===== src/rtl/hull_fifo_pkg.sv =====
// Shared types and sizing helpers for the HullFIFO read-side drain adapter.
package hull_fifo_pkg;

    localparam int unsigned MAX_READ_LATENCY = 1;
    localparam int unsigned BEAT_COUNT_W     = 32;

    typedef logic [BEAT_COUNT_W-1:0] beat_count_t;

    // Entries needed to keep one beat per cycle while absorbing in-flight reads.
    function automatic int unsigned reader_depth(input int unsigned lat);
        return lat + 2;
    endfunction

endpackage


===== src/rtl/hull_fifo_reader_buf.sv =====
// Small circular register buffer with head/tail pointers and an occupancy count.
module hull_fifo_reader_buf #(
    parameter int unsigned DEPTH = 2,
    parameter int unsigned WIDTH = 32
) (
    input  logic                         clock,
    input  logic                         reset,
    input  logic                         push,
    input  logic [WIDTH-1:0]             push_data,
    input  logic                         pop,
    output logic [WIDTH-1:0]             head_data,
    output logic [$clog2(DEPTH+1)-1:0]   occ
);

    localparam int unsigned PTR_W = (DEPTH > 1) ? $clog2(DEPTH) : 1;
    localparam int unsigned OCC_W = $clog2(DEPTH + 1);

    logic [WIDTH-1:0] mem [DEPTH];
    logic [PTR_W-1:0] head;
    logic [PTR_W-1:0] tail;

    function automatic logic [PTR_W-1:0] next_ptr(input logic [PTR_W-1:0] p);
        return (p == PTR_W'(DEPTH - 1)) ? '0 : p + PTR_W'(1);
    endfunction

    // Storage, pointers and occupancy; push/pop together leave occ unchanged.
    always_ff @(posedge clock or posedge reset) begin
        if (reset) begin
            head <= '0;
            tail <= '0;
            occ  <= '0;
            for (int i = 0; i < int'(DEPTH); i++) begin
                mem[i] <= '0;
            end
        end else begin
            if (push) begin
                mem[tail] <= push_data;
                tail      <= next_ptr(tail);
            end
            if (pop) begin
                head <= next_ptr(head);
            end
            case ({push, pop})
                2'b10:   occ <= occ + OCC_W'(1);
                2'b01:   occ <= occ - OCC_W'(1);
                default: occ <= occ;
            endcase
        end
    end

    assign head_data = mem[head];

endmodule


===== src/rtl/hull_fifo_reader.sv =====
// Drains a 0- or 1-cycle-latency FIFO read port into a valid/ready stream.
// Optional beat counter port enabled by defining HULL_FIFO_READER_STATS_EN.
module hull_fifo_reader
    import hull_fifo_pkg::*;
#(
    parameter int unsigned WIDTH        = 32,
    parameter int unsigned READ_LATENCY = 0
) (
    input  logic             clock,
    input  logic             reset,
    input  logic             fifo_empty,
    input  logic [WIDTH-1:0] fifo_q,
    output logic             fifo_rdreq,
    output logic             out_valid,
    output logic [WIDTH-1:0] out_data,
    input  logic             out_ready
`ifdef HULL_FIFO_READER_STATS_EN
    ,
    output beat_count_t      beat_count
`endif
);

    localparam int unsigned DEPTH = reader_depth(READ_LATENCY);
    localparam int unsigned OCC_W = $clog2(DEPTH + 1);
    localparam int unsigned SUM_W = OCC_W + 1;

    if (READ_LATENCY > MAX_READ_LATENCY) begin : g_bad_latency
        $error("hull_fifo_reader: READ_LATENCY must be 0 or 1");
    end

    logic [OCC_W-1:0] occ;
    logic [SUM_W-1:0] pending;
    logic             inflight;
    logic             push;
    logic             pop;

    // Request depends only on registered occupancy, never on out_ready.
    assign pending    = SUM_W'(occ) + SUM_W'(inflight);
    assign fifo_rdreq = !reset && !fifo_empty && (pending < SUM_W'(DEPTH));
    assign out_valid  = (occ != '0);
    assign pop        = out_valid && out_ready;

    if (READ_LATENCY == 0) begin : g_lat0
        assign inflight = 1'b0;
        assign push     = fifo_rdreq;
    end else begin : g_lat1
        // Data for a request returns on the following edge whatever fifo_empty says.
        always_ff @(posedge clock or posedge reset) begin
            if (reset) begin
                inflight <= 1'b0;
            end else begin
                inflight <= fifo_rdreq;
            end
        end
        assign push = inflight;
    end

    hull_fifo_reader_buf #(
        .DEPTH (DEPTH),
        .WIDTH (WIDTH)
    ) u_buf (
        .clock     (clock),
        .reset     (reset),
        .push      (push),
        .push_data (fifo_q),
        .pop       (pop),
        .head_data (out_data),
        .occ       (occ)
    );

`ifdef HULL_FIFO_READER_STATS_EN
    always_ff @(posedge clock or posedge reset) begin
        if (reset) begin
            beat_count <= '0;
        end else if (pop) begin
            beat_count <= beat_count + beat_count_t'(1);
        end
    end
`endif

endmodule


===== config.mk =====
export PLATFORM = sky130hd
export DESIGN_NAME = hull_fifo_reader
export DESIGN_NICKNAME = d
export VERILOG_FILES = /design/src/rtl/hull_fifo_pkg.sv /design/src/rtl/hull_fifo_reader_buf.sv /design/src/rtl/hull_fifo_reader.sv
export SDC_FILE = /design/constraint.sdc
export NUM_CORES = 1
export LEC_CHECK = 0
export CAP_MARGIN = 30
export CORE_ASPECT_RATIO = 1.75
export CORE_MARGIN = 2
export CORE_UTILIZATION = 35
export DETAILED_ROUTE_END_ITERATION = 12
export PLACE_DENSITY = 0.66
export SYNTH_ARGS = -nofsm -noshare
export SYNTH_HDL_FRONTEND = slang
export SYNTH_SLANG_ARGS = --single-unit

===== constraint.sdc =====
create_clock -name clock -period 6.7 [get_ports clock]
set_input_delay 1.34 -clock clock [delete_from_list [all_inputs] [get_ports clock]]
set_output_delay 1.34 -clock clock [all_outputs]
set_load 0.01 [all_outputs]

==> impl_metrics.env, run 1 <==
export IMPL_status="finished clean"
export IMPL_fin_area_um2=4260
export IMPL_min_path_type="reg -> reg"
export IMPL_core_area_um2=9090
export IMPL_dp_hpwl_mm=3.94
export IMPL_post_cts_buffers=0
export IMPL_yosysTopAreaCell="dfrtp_1"
export IMPL_critical_path_class="in -> out"
export IMPL_cp_cell_sequence="clkdlybuf4s50_1 -> nor3_4 -> clkdlybuf4s50_1"
export IMPL_crit_arrival_ns=2.60
export IMPL_viasPerCell=4.61
export IMPL_rows=46
export IMPL_via_count=1770
export IMPL_synth_area_leaders="dfrtp_1 52%, mux2_4 28%, mux2_2 12%, buf_12 1.8%, buf_8 1.4%"
export IMPL_clk_root_buffer_cell="clkbuf_16"
export IMPL_worstPathRequired_ns=5.36
export IMPL_r2r_setup_slack_ns=4.85
export IMPL_ctsHoldBuffers=0
export IMPL_min_path_cells=1
export IMPL_cp_num_buf_inv=2
export IMPL_cp_start_kind="input pin"
export IMPL_grt_start_max_net_pins=69
export IMPL_period_needed_ns=3.94
export IMPL_syn_to_final_growth_pct=30.3
export IMPL_cts_tree="done"
export IMPL_cp_slowest_cell="clkdlybuf4s50_1"
export IMPL_power_leakage_nw=1.85
export IMPL_grt_first_pass_wirelength_mm=10.5
export IMPL_cts_made_buffers=9
export IMPL_max_vdd_ir_drop_v=0.000229
export IMPL_relSlewSlack=0.423
export IMPL_antenna_found_initial=0
export IMPL_setup_violations=0
export IMPL_ios=70
export IMPL_synth_top_cell_area_share=0.521
export IMPL_die_w_um=77.0
export IMPL_grt_ovfl_total=0
export IMPL_r2r_end="u_buf.mem[62]$_DFFE_PP0P_"
export IMPL_dpl_cell_area_um2=3990
export IMPL_layout_commonest_cell="clkdlybuf4s50_1"
export IMPL_clockBufferDepth=2
export IMPL_grt_pass1_vias=1989
export IMPL_num_antenna_cells=0
export IMPL_syn_inst=189
export IMPL_synth_cell_types=19
export IMPL_path_max_fanout=3
export IMPL_postRouteAntennaNets=0
export IMPL_netlist_area_um2=3270
export IMPL_reg2regPathDepth=4
export IMPL_hp_start="u_buf.mem[43]$_DFFE_PP0P_"
export IMPL_ys_seq_area_frac=0.521
export IMPL_start_util=0.359
export IMPL_drv_cap=0
export IMPL_totalNegativeSetupSlack_ns=0
export IMPL_worstSetupEndpointType="primary output"
export IMPL_wire_per_inst_um=16.5
export IMPL_r2r_start="u_buf.occ[1]$_DFFE_PP0P_"
export IMPL_drt_iter0_drc=82
export IMPL_wl_mm=6.34
export IMPL_post_route_period_util=0.588
export IMPL_nNetsFinal=297
export IMPL_powerDensity_nw_per_um2=517
export IMPL_grt_setup_unrepaired="no"
export IMPL_gp_congestion=0.700
export IMPL_cp_top_family="buffers and inverters"
export IMPL_die_h_um=132
export IMPL_grt_util_all_layers=0.135
export IMPL_fin_skew_ns=0.00487
export IMPL_finalMaxSlewViolations=0
export IMPL_ys_ff_latch=68
export IMPL_dieArea_um2=10200
export IMPL_avgSynthCellArea_um2=17.3
export IMPL_crit_top_cell="clkdlybuf4s50_1"
export IMPL_cts_max_level=3
export IMPL_drcViolationCount=0
export IMPL_numPortBuffers=69
export IMPL_clk_pin_slew_ns=0.05
export IMPL_first_pass_iters=4
export IMPL_cpPeakStageDelay_ns=0.57
export IMPL_hold_violations=0
export IMPL_clk_latency_ns=0.32
export IMPL_p_total_mw=2.20
export IMPL_post_cts_resized=0
export IMPL_syn_nets=226
export IMPL_tightest_slew_ns=0.865
export IMPL_min_to="u_buf.mem[43]$_DFFE_PP0P_"
export IMPL_most_common_layout_cells="69 x clkdlybuf4s50_1, 68 x dfrtp_1, 60 x mux2_4"
export IMPL_cts_sinks=68
export IMPL_post_route_cells_drive_above_1_share=0.443
export IMPL_fmax_ghz=0.254
export IMPL_synth_warnings=0
## synth_stat cells
library cell,instances
dfrtp_1,68
mux2_4,60
mux2_2,36
buf_12,3
buf_2,3
buf_8,3
xnor2_1,3
xor2_1,2
and2_1,1
and2_4,1
buf_6,1
clkbuf_1,1
ha_1,1
inv_1,1
inv_2,1
nor2_1,1
nor2_8,1
nor3_4,1
or2_2,1
## registers in the layout (all words and copies together) (netlist names)
name        flops
u_buf.head      1
u_buf.mem      64
u_buf.occ       2
u_buf.tail      1
## where the power goes
part	total [mW]	switching (mW)	internal, mW
Clock	0.428	0.161	0.267
Combinational	1.01	0.315	0.697
Sequential	0.760	0.139	0.621
Total	2.20	0.616	1.59
## cell families after synthesis
group,Yosys count,share of synthesized area
simple gates,6,0.0188
fa+ha+maj,1,0.00383
flops,68,0.521
buf+inv,13,0.0436
mux,96,0.400
xor+xnor,5,0.0134
## layer usage
| metal | GRT usage | vias up | part of all wire |
|---|---|---|---|
| li1 | - | 807 | - |
| met1 | 0.164 | 917 | 0.42 |
| met2 | 0.222 | 36 | 0.52 |
| met3 | 0.0219 | 10 | 0.029 |
| met4 | 0.0833 | 0 | 0.029 |
| met5 | 0 | - | 0 |
## area by class of cell
| type | count | area [um^2] |
|---|---|---|
| fill | 840 | 4830 |
| sequential | 68 | 1700 |
| multi-input combinational | 108 | 1420 |
| timing repair buffer | 71 | 706 |
| clock buffer | 13 | 260 |
| tap | 120 | 150 |
| clock inverter | 2 | 10.0 |
| inverter | 2 | 7.51 |
## worst register-to-register path, cell delays in order, from the launching register on
cell     delay [ns]
dfrtp_1        0.42
nor3_4         0.17
inv_2          0.11
nor2_8         0.63
mux2_2         0.41
## stage by stage
step,util,setup slack (ns),hold slack (ns),instances
global placement,0.439,2.76,0.485,369
floorplan,-,3.65,0.475,189
finish,0.468,2.76,0.501,384
detailed placement,0.439,2.75,0.489,369
global route,0.468,2.70,0.518,384
CTS,0.468,2.75,0.506,384
## worst max-delay path by stage
stage | from | end | slack (ns) | cells after the start
final | reset | fifo_rdreq | 2.76 | 3
after global routing | reset | fifo_rdreq | 2.70 | 3
after CTS | reset | fifo_rdreq | 2.75 | 3
after detailed placement | reset | fifo_rdreq | 2.75 | 3
after global placement | reset | fifo_rdreq | 2.76 | 3
after floorplan | reset | u_buf.head$_DFFE_PP0P_ | 3.65 | 1
No activity file was read; power rests on OpenSTA's default activity.
==> inputs of run 2 (changes only) <==
==> constraint.sdc (replaced) <==
create_clock -name clock -period 4.1 [get_ports clock]
set_input_delay 0.82 -clock clock [delete_from_list [all_inputs] [get_ports clock]]
set_output_delay 0.82 -clock clock [all_outputs]
set_load 0.01 [all_outputs]
==> impl_metrics.env, run 2 (synthesized netlist as in run 1, its figures left out) <==
export IMPL_hold_violations=0
export IMPL_powerDensity_nw_per_um2=866
export IMPL_status="finished clean"
export IMPL_viasPerCell=4.55
export IMPL_max_vdd_ir_drop_v=0.000408
export IMPL_worstSetupEndpointType="primary output"
export IMPL_drcViolationCount=0
export IMPL_cpPeakStageDelay_ns=0.75
export IMPL_syn_to_final_growth_pct=32.3
export IMPL_rows=46
export IMPL_layout_commonest_cell="clkdlybuf4s50_1"
export IMPL_cp_start_kind="register"
export IMPL_fin_ws_ns=0.993
export IMPL_numPortBuffers=69
export IMPL_grt_setup_unrepaired="no"
export IMPL_gp_congestion=0.695
export IMPL_worstPathRequired_ns=3.28
export IMPL_crit_arrival_ns=2.29
export IMPL_grt_pass1_vias=2102
export IMPL_first_pass_iters=4
export IMPL_finalMaxSlewViolations=0
export IMPL_dp_hpwl_mm=4.12
export IMPL_wire_per_inst_um=16.8
export IMPL_r2r_start="u_buf.occ[1]$_DFFE_PP0P_"
export IMPL_min_to="u_buf.mem[43]$_DFFE_PP0P_"
export IMPL_ios=70
export IMPL_min_path_type="reg -> reg"
export IMPL_post_route_period_util=0.758
export IMPL_most_common_layout_cells="69 x clkdlybuf4s50_1, 68 x dfrtp_1, 60 x mux2_4"
export IMPL_min_path_cells=1
export IMPL_core_area_um2=9090
export IMPL_grt_start_max_net_pins=69
export IMPL_clk_root_buffer_cell="clkbuf_16"
export IMPL_r2r_setup_slack_ns=2.24
export IMPL_grt_first_pass_wirelength_mm=10.8
export IMPL_cts_made_buffers=9
export IMPL_cts_max_level=3
export IMPL_critical_path_class="reg -> out"
export IMPL_internal_power_mw=2.71
export IMPL_clk_pin_slew_ns=0.05
export IMPL_grt_ovfl_total=0
export IMPL_relSlewSlack=0.435
export IMPL_die_h_um=132
export IMPL_post_cts_resized=0
export IMPL_largest_register="u_buf.mem"
export IMPL_wl_mm=6.49
export IMPL_cp_cell_sequence="buf_4 -> mux2_2 -> clkdlybuf4s50_1"
export IMPL_cp_slowest_cell="dfrtp_1"
export IMPL_p_sw_mw=1.04
export IMPL_clockBufferDepth=2
export IMPL_nNetsFinal=298
export IMPL_path_max_fanout=13
export IMPL_period_needed_ns=3.11
export IMPL_post_cts_buffers=0
export IMPL_dieArea_um2=10200
export IMPL_start_util=0.359
export IMPL_power_leakage_nw=1.87
export IMPL_pwr_share_seq=0.331
export IMPL_largestRegisters="u_buf.mem x64, u_buf.occ x2"
export IMPL_fin_skew_ns=0.00348
export IMPL_dpl_worst_slack_ns=1.18
export IMPL_cts_tree="done"
export IMPL_p_comb_frac=0.447
export IMPL_tightest_slew_ns=0.848
export IMPL_clk_latency_ns=0.33
export IMPL_fmax_ghz=0.322
export IMPL_drt_iter0_drc=51
export IMPL_cts_sinks=68
export IMPL_whs_ns=0.506
export IMPL_reg2regPathDepth=4
export IMPL_post_route_cells_drive_above_1_share=0.455
export IMPL_totalNegativeSetupSlack_ns=0
export IMPL_grt_util_all_layers=0.137
export IMPL_via_count=1756
export IMPL_num_antenna_cells=0
export IMPL_setup_violations=0
export IMPL_largest_register_ffs=64
export IMPL_antenna_found_initial=0
export IMPL_r2r_end="u_buf.mem[62]$_DFFE_PP0P_"
export IMPL_drv_cap=0
export IMPL_ctsHoldBuffers=0
export IMPL_postRouteAntennaNets=0
export IMPL_power_frac_clock=0.222
export IMPL_hp_start="u_buf.mem[43]$_DFFE_PP0P_"
export IMPL_sw_frac_of_total=0.277
export IMPL_die_w_um=77.0
==> run 2: changes by cell type in the layout (fill, tap and decap cells not counted) <==
cell,before,now
clkbuf_8,2,1
bufinv_16,0,2
clkinvlp_4,0,3
clkinv_2,2,1
clkbuf_1,2,0
buf_4,2,3
==> run 2: how the worst max path moves through the flow <==
stage	startpoint	endpoint	slack, ns
2_1_floorplan	reset	u_buf.head$_DFFE_PP0P_	1.57
3_3_place_gp	reset	fifo_rdreq	1.20
3_5_place_dp	reset	fifo_rdreq	1.18
4_1_cts	u_buf.head$_DFFE_PP0P_	out_data[7]	0.95
5_1_grt	u_buf.head$_DFFE_PP0P_	out_data[7]	0.90
6_report	u_buf.head$_DFFE_PP0P_	out_data[7]	0.99
==> run 2: per-stage QoR <==
stage               power (mW)   util  cells  cell area [um^2]
finish                    3.74  0.475    386              4320
global route              3.95  0.475    386              4320
CTS                       3.80  0.475    386              4320
detailed placement        2.93  0.439    370              4000
global placement          2.90  0.439    370              4000
floorplan                 2.27      -    189              3270
==> run 2: layout make-up <==
| cell class | count | area (um^2) |
|---|---|---|
| Multi-Input combinational cell | 108 | 1420 |
| Tap cell | 120 | 150 |
| Clock buffer | 10 | 239 |
| Fill cell | 830 | 4770 |
| Timing Repair Buffer | 72 | 713 |
| Clock inverter | 6 | 87.6 |
| Sequential cell | 68 | 1700 |
| Inverter | 2 | 7.51 |
==> run 2: critical path, delay by kind of cell, from the launching register on <==
| family | cells | cell delay (ns) |
|---|---|---|
| buffers and inverters | 2 | 0.84 |
| DFF | 1 | 0.75 |
| muxes | 1 | 0.37 |
==> run 2: power by group through the flow <==
stage	clock network (mW)	registers, mW	logic, mW
2_1_floorplan	0	1.15	1.12
3_3_place_gp	0	1.23	1.68
3_5_place_dp	0	1.24	1.69
4_1_cts	0.857	1.24	1.70
5_1_grt	0.889	1.29	1.78
6_report	0.832	1.24	1.67
==> run 2: layer usage <==
layer | global-route usage | part of all wire | up-vias
li1 | - | - | 808
met1 | 0.163 | 0.41 | 902
met2 | 0.227 | 0.53 | 38
met3 | 0.0336 | 0.032 | 8
met4 | 0.0714 | 0.023 | 0
met5 | 0 | 0 | -
==> inputs of run 3 (changes only) <==
==> constraint.sdc (replaced) <==
create_clock -name clock -period 2.9 [get_ports clock]
set_input_delay 0.58 -clock clock [delete_from_list [all_inputs] [get_ports clock]]
set_output_delay 0.58 -clock clock [all_outputs]
set_load 0.01 [all_outputs]
==> impl_metrics.env, run 3 (synthesized netlist as in run 1, its figures left out) <==
export IMPL_max_vdd_ir_drop_v=0.000517
export IMPL_fmax_ghz=0.389
export IMPL_period_needed_ns=2.57
export IMPL_grt_setup_unrepaired="no"
export IMPL_clk_latency_ns=0.33
export IMPL_start_util=0.359
export IMPL_power_leakage_nw=1.90
export IMPL_fin_skew_ns=0.00371
export IMPL_final_core_util=0.481
export IMPL_first_pass_iters=3
export IMPL_setup_violations=0
export IMPL_postRouteAntennaNets=0
export IMPL_die_h_um=132
export IMPL_grt_start_max_net_pins=36
export IMPL_cts_tree="done"
export IMPL_clk_pin_slew_ns=0.05
export IMPL_grt_ovfl_total=0
export IMPL_clockBufferDepth=2
export IMPL_antenna_found_initial=0
export IMPL_syn_to_final_growth_pct=33.8
export IMPL_via_count=1778
export IMPL_dp_hpwl_mm=4.14
export IMPL_finalMaxSlewViolations=0
export IMPL_viasPerCell=4.58
export IMPL_post_cts_buffers=0
export IMPL_grt_util_all_layers=0.138
export IMPL_cts_sinks=68
export IMPL_largest_register_ffs=64
export IMPL_cts_made_buffers=9
export IMPL_grt_first_pass_wirelength_mm=10.6
export IMPL_gp_congestion=0.679
export IMPL_hold_violations=0
export IMPL_drv_cap=0
export IMPL_num_antenna_cells=0
export IMPL_most_common_layout_cells="69 x clkdlybuf4s50_1, 68 x dfrtp_1, 60 x mux2_4"
export IMPL_drt_iter0_drc=62
export IMPL_worstSetupEndpointType="primary output"
export IMPL_grt_pass1_vias=2002
export IMPL_post_route_cells_drive_above_1_share=0.459
export IMPL_ios=70
export IMPL_relSlewSlack=0.496
export IMPL_path_max_fanout=33
export IMPL_critical_path_class="reg -> out"
export IMPL_layout_commonest_cell="clkdlybuf4s50_1"
export IMPL_cp_start_kind="register"
export IMPL_post_cts_resized=0
export IMPL_die_w_um=77.0
export IMPL_numPortBuffers=69
export IMPL_drcViolationCount=0
export IMPL_crit_arrival_ns=1.99
export IMPL_clk_root_buffer_cell="clkbuf_16"
export IMPL_ctsHoldBuffers=0
export IMPL_dieArea_um2=10200
export IMPL_powerDensity_nw_per_um2=1220
export IMPL_nNetsFinal=300
export IMPL_wire_per_inst_um=16.4
export IMPL_core_area_um2=9090
export IMPL_totalNegativeSetupSlack_ns=0
export IMPL_min_path_type="reg -> reg"
export IMPL_cts_max_level=3
export IMPL_dpl_cell_area_um2=4040
export IMPL_rows=46
export IMPL_post_route_period_util=0.886
export IMPL_tightest_slew_ns=0.755
export IMPL_wl_mm=6.36
export IMPL_largest_register="u_buf.mem"
export IMPL_largestRegisters="u_buf.mem x64, u_buf.occ x2"
export IMPL_status="finished clean"
export IMPL_fin_area_um2=4370
export IMPL_worstPathRequired_ns=2.32
-- run 3: cell count changes in the layout (fill, tap and decap cells not counted), sizes merged --
cell / delta
clkinv: +1
clkbuf: +2
buf: +2
clkinvlp: -3
-- run 3: path summary, 6_finish.rpt --
path / from / cells past startpoint / slack, ns / to
worst min-delay path: u_buf.mem[12]$_DFFE_PP0P_ / 1 / 0.50 / u_buf.mem[12]$_DFFE_PP0P_
max in group asynchronous: reset / 3 / 1.46 / u_buf.mem[13]$_DFFE_PP0P_
worst min register to register: u_buf.mem[12]$_DFFE_PP0P_ / 1 / 0.50 / u_buf.mem[12]$_DFFE_PP0P_
min in group asynchronous: reset / 2 / 0.80 / u_buf.mem[31]$_DFFE_PP0P_
worst max-delay path: u_buf.head$_DFFE_PP0P_ / 3 / 0.33 / out_data[20]
worst max register to register: u_buf.occ[1]$_DFFE_PP0P_ / 4 / 1.23 / u_buf.mem[23]$_DFFE_PP0P_
-- run 3: worst max-delay path: stages, from the launching register on --
cell and delay [ns]:
dfrtp_1 0.32, buf_4 0.43, mux2_2 0.41, clkdlybuf4s50_1 0.48
-- run 3: per-layer routing --
layer,vias to the layer above,GRT usage,part of all wire
li1,812,-,-
met1,913,0.167,0.42
met2,39,0.218,0.52
met3,14,0.0363,0.033
met4,0,0.0873,0.032
met5,-,0,0
-- run 3: stage by stage --
step	total power, mW	hold slack [ns]	instances	setup WS, ns
floorplan	3.21	0.475	189	0.608
global route	5.62	0.519	388	0.238
CTS	5.40	0.505	388	0.296
finish	5.33	0.501	388	0.329
global placement	4.11	0.484	372	0.476
detailed placement	4.14	0.487	372	0.460
-- run 3: layout make-up --
| class | instances | area (um^2) |
|---|---|---|
| well taps | 120 | 150 |
| clock buffers | 12 | 267 |
| repair buffers | 74 | 753 |
| inverters | 2 | 7.51 |
| clock inverters | 4 | 70.1 |
| fillers | 849 | 4720 |
| multi-input cells | 108 | 1420 |
| flip-flops and latches | 68 | 1700 |
-- run 3: power by group --
group	total [mW]	switching, mW	internal (mW)
Combinational	2.41	0.789	1.62
Clock	1.21	0.395	0.819
Sequential	1.70	0.267	1.43
Total	5.33	1.45	3.88
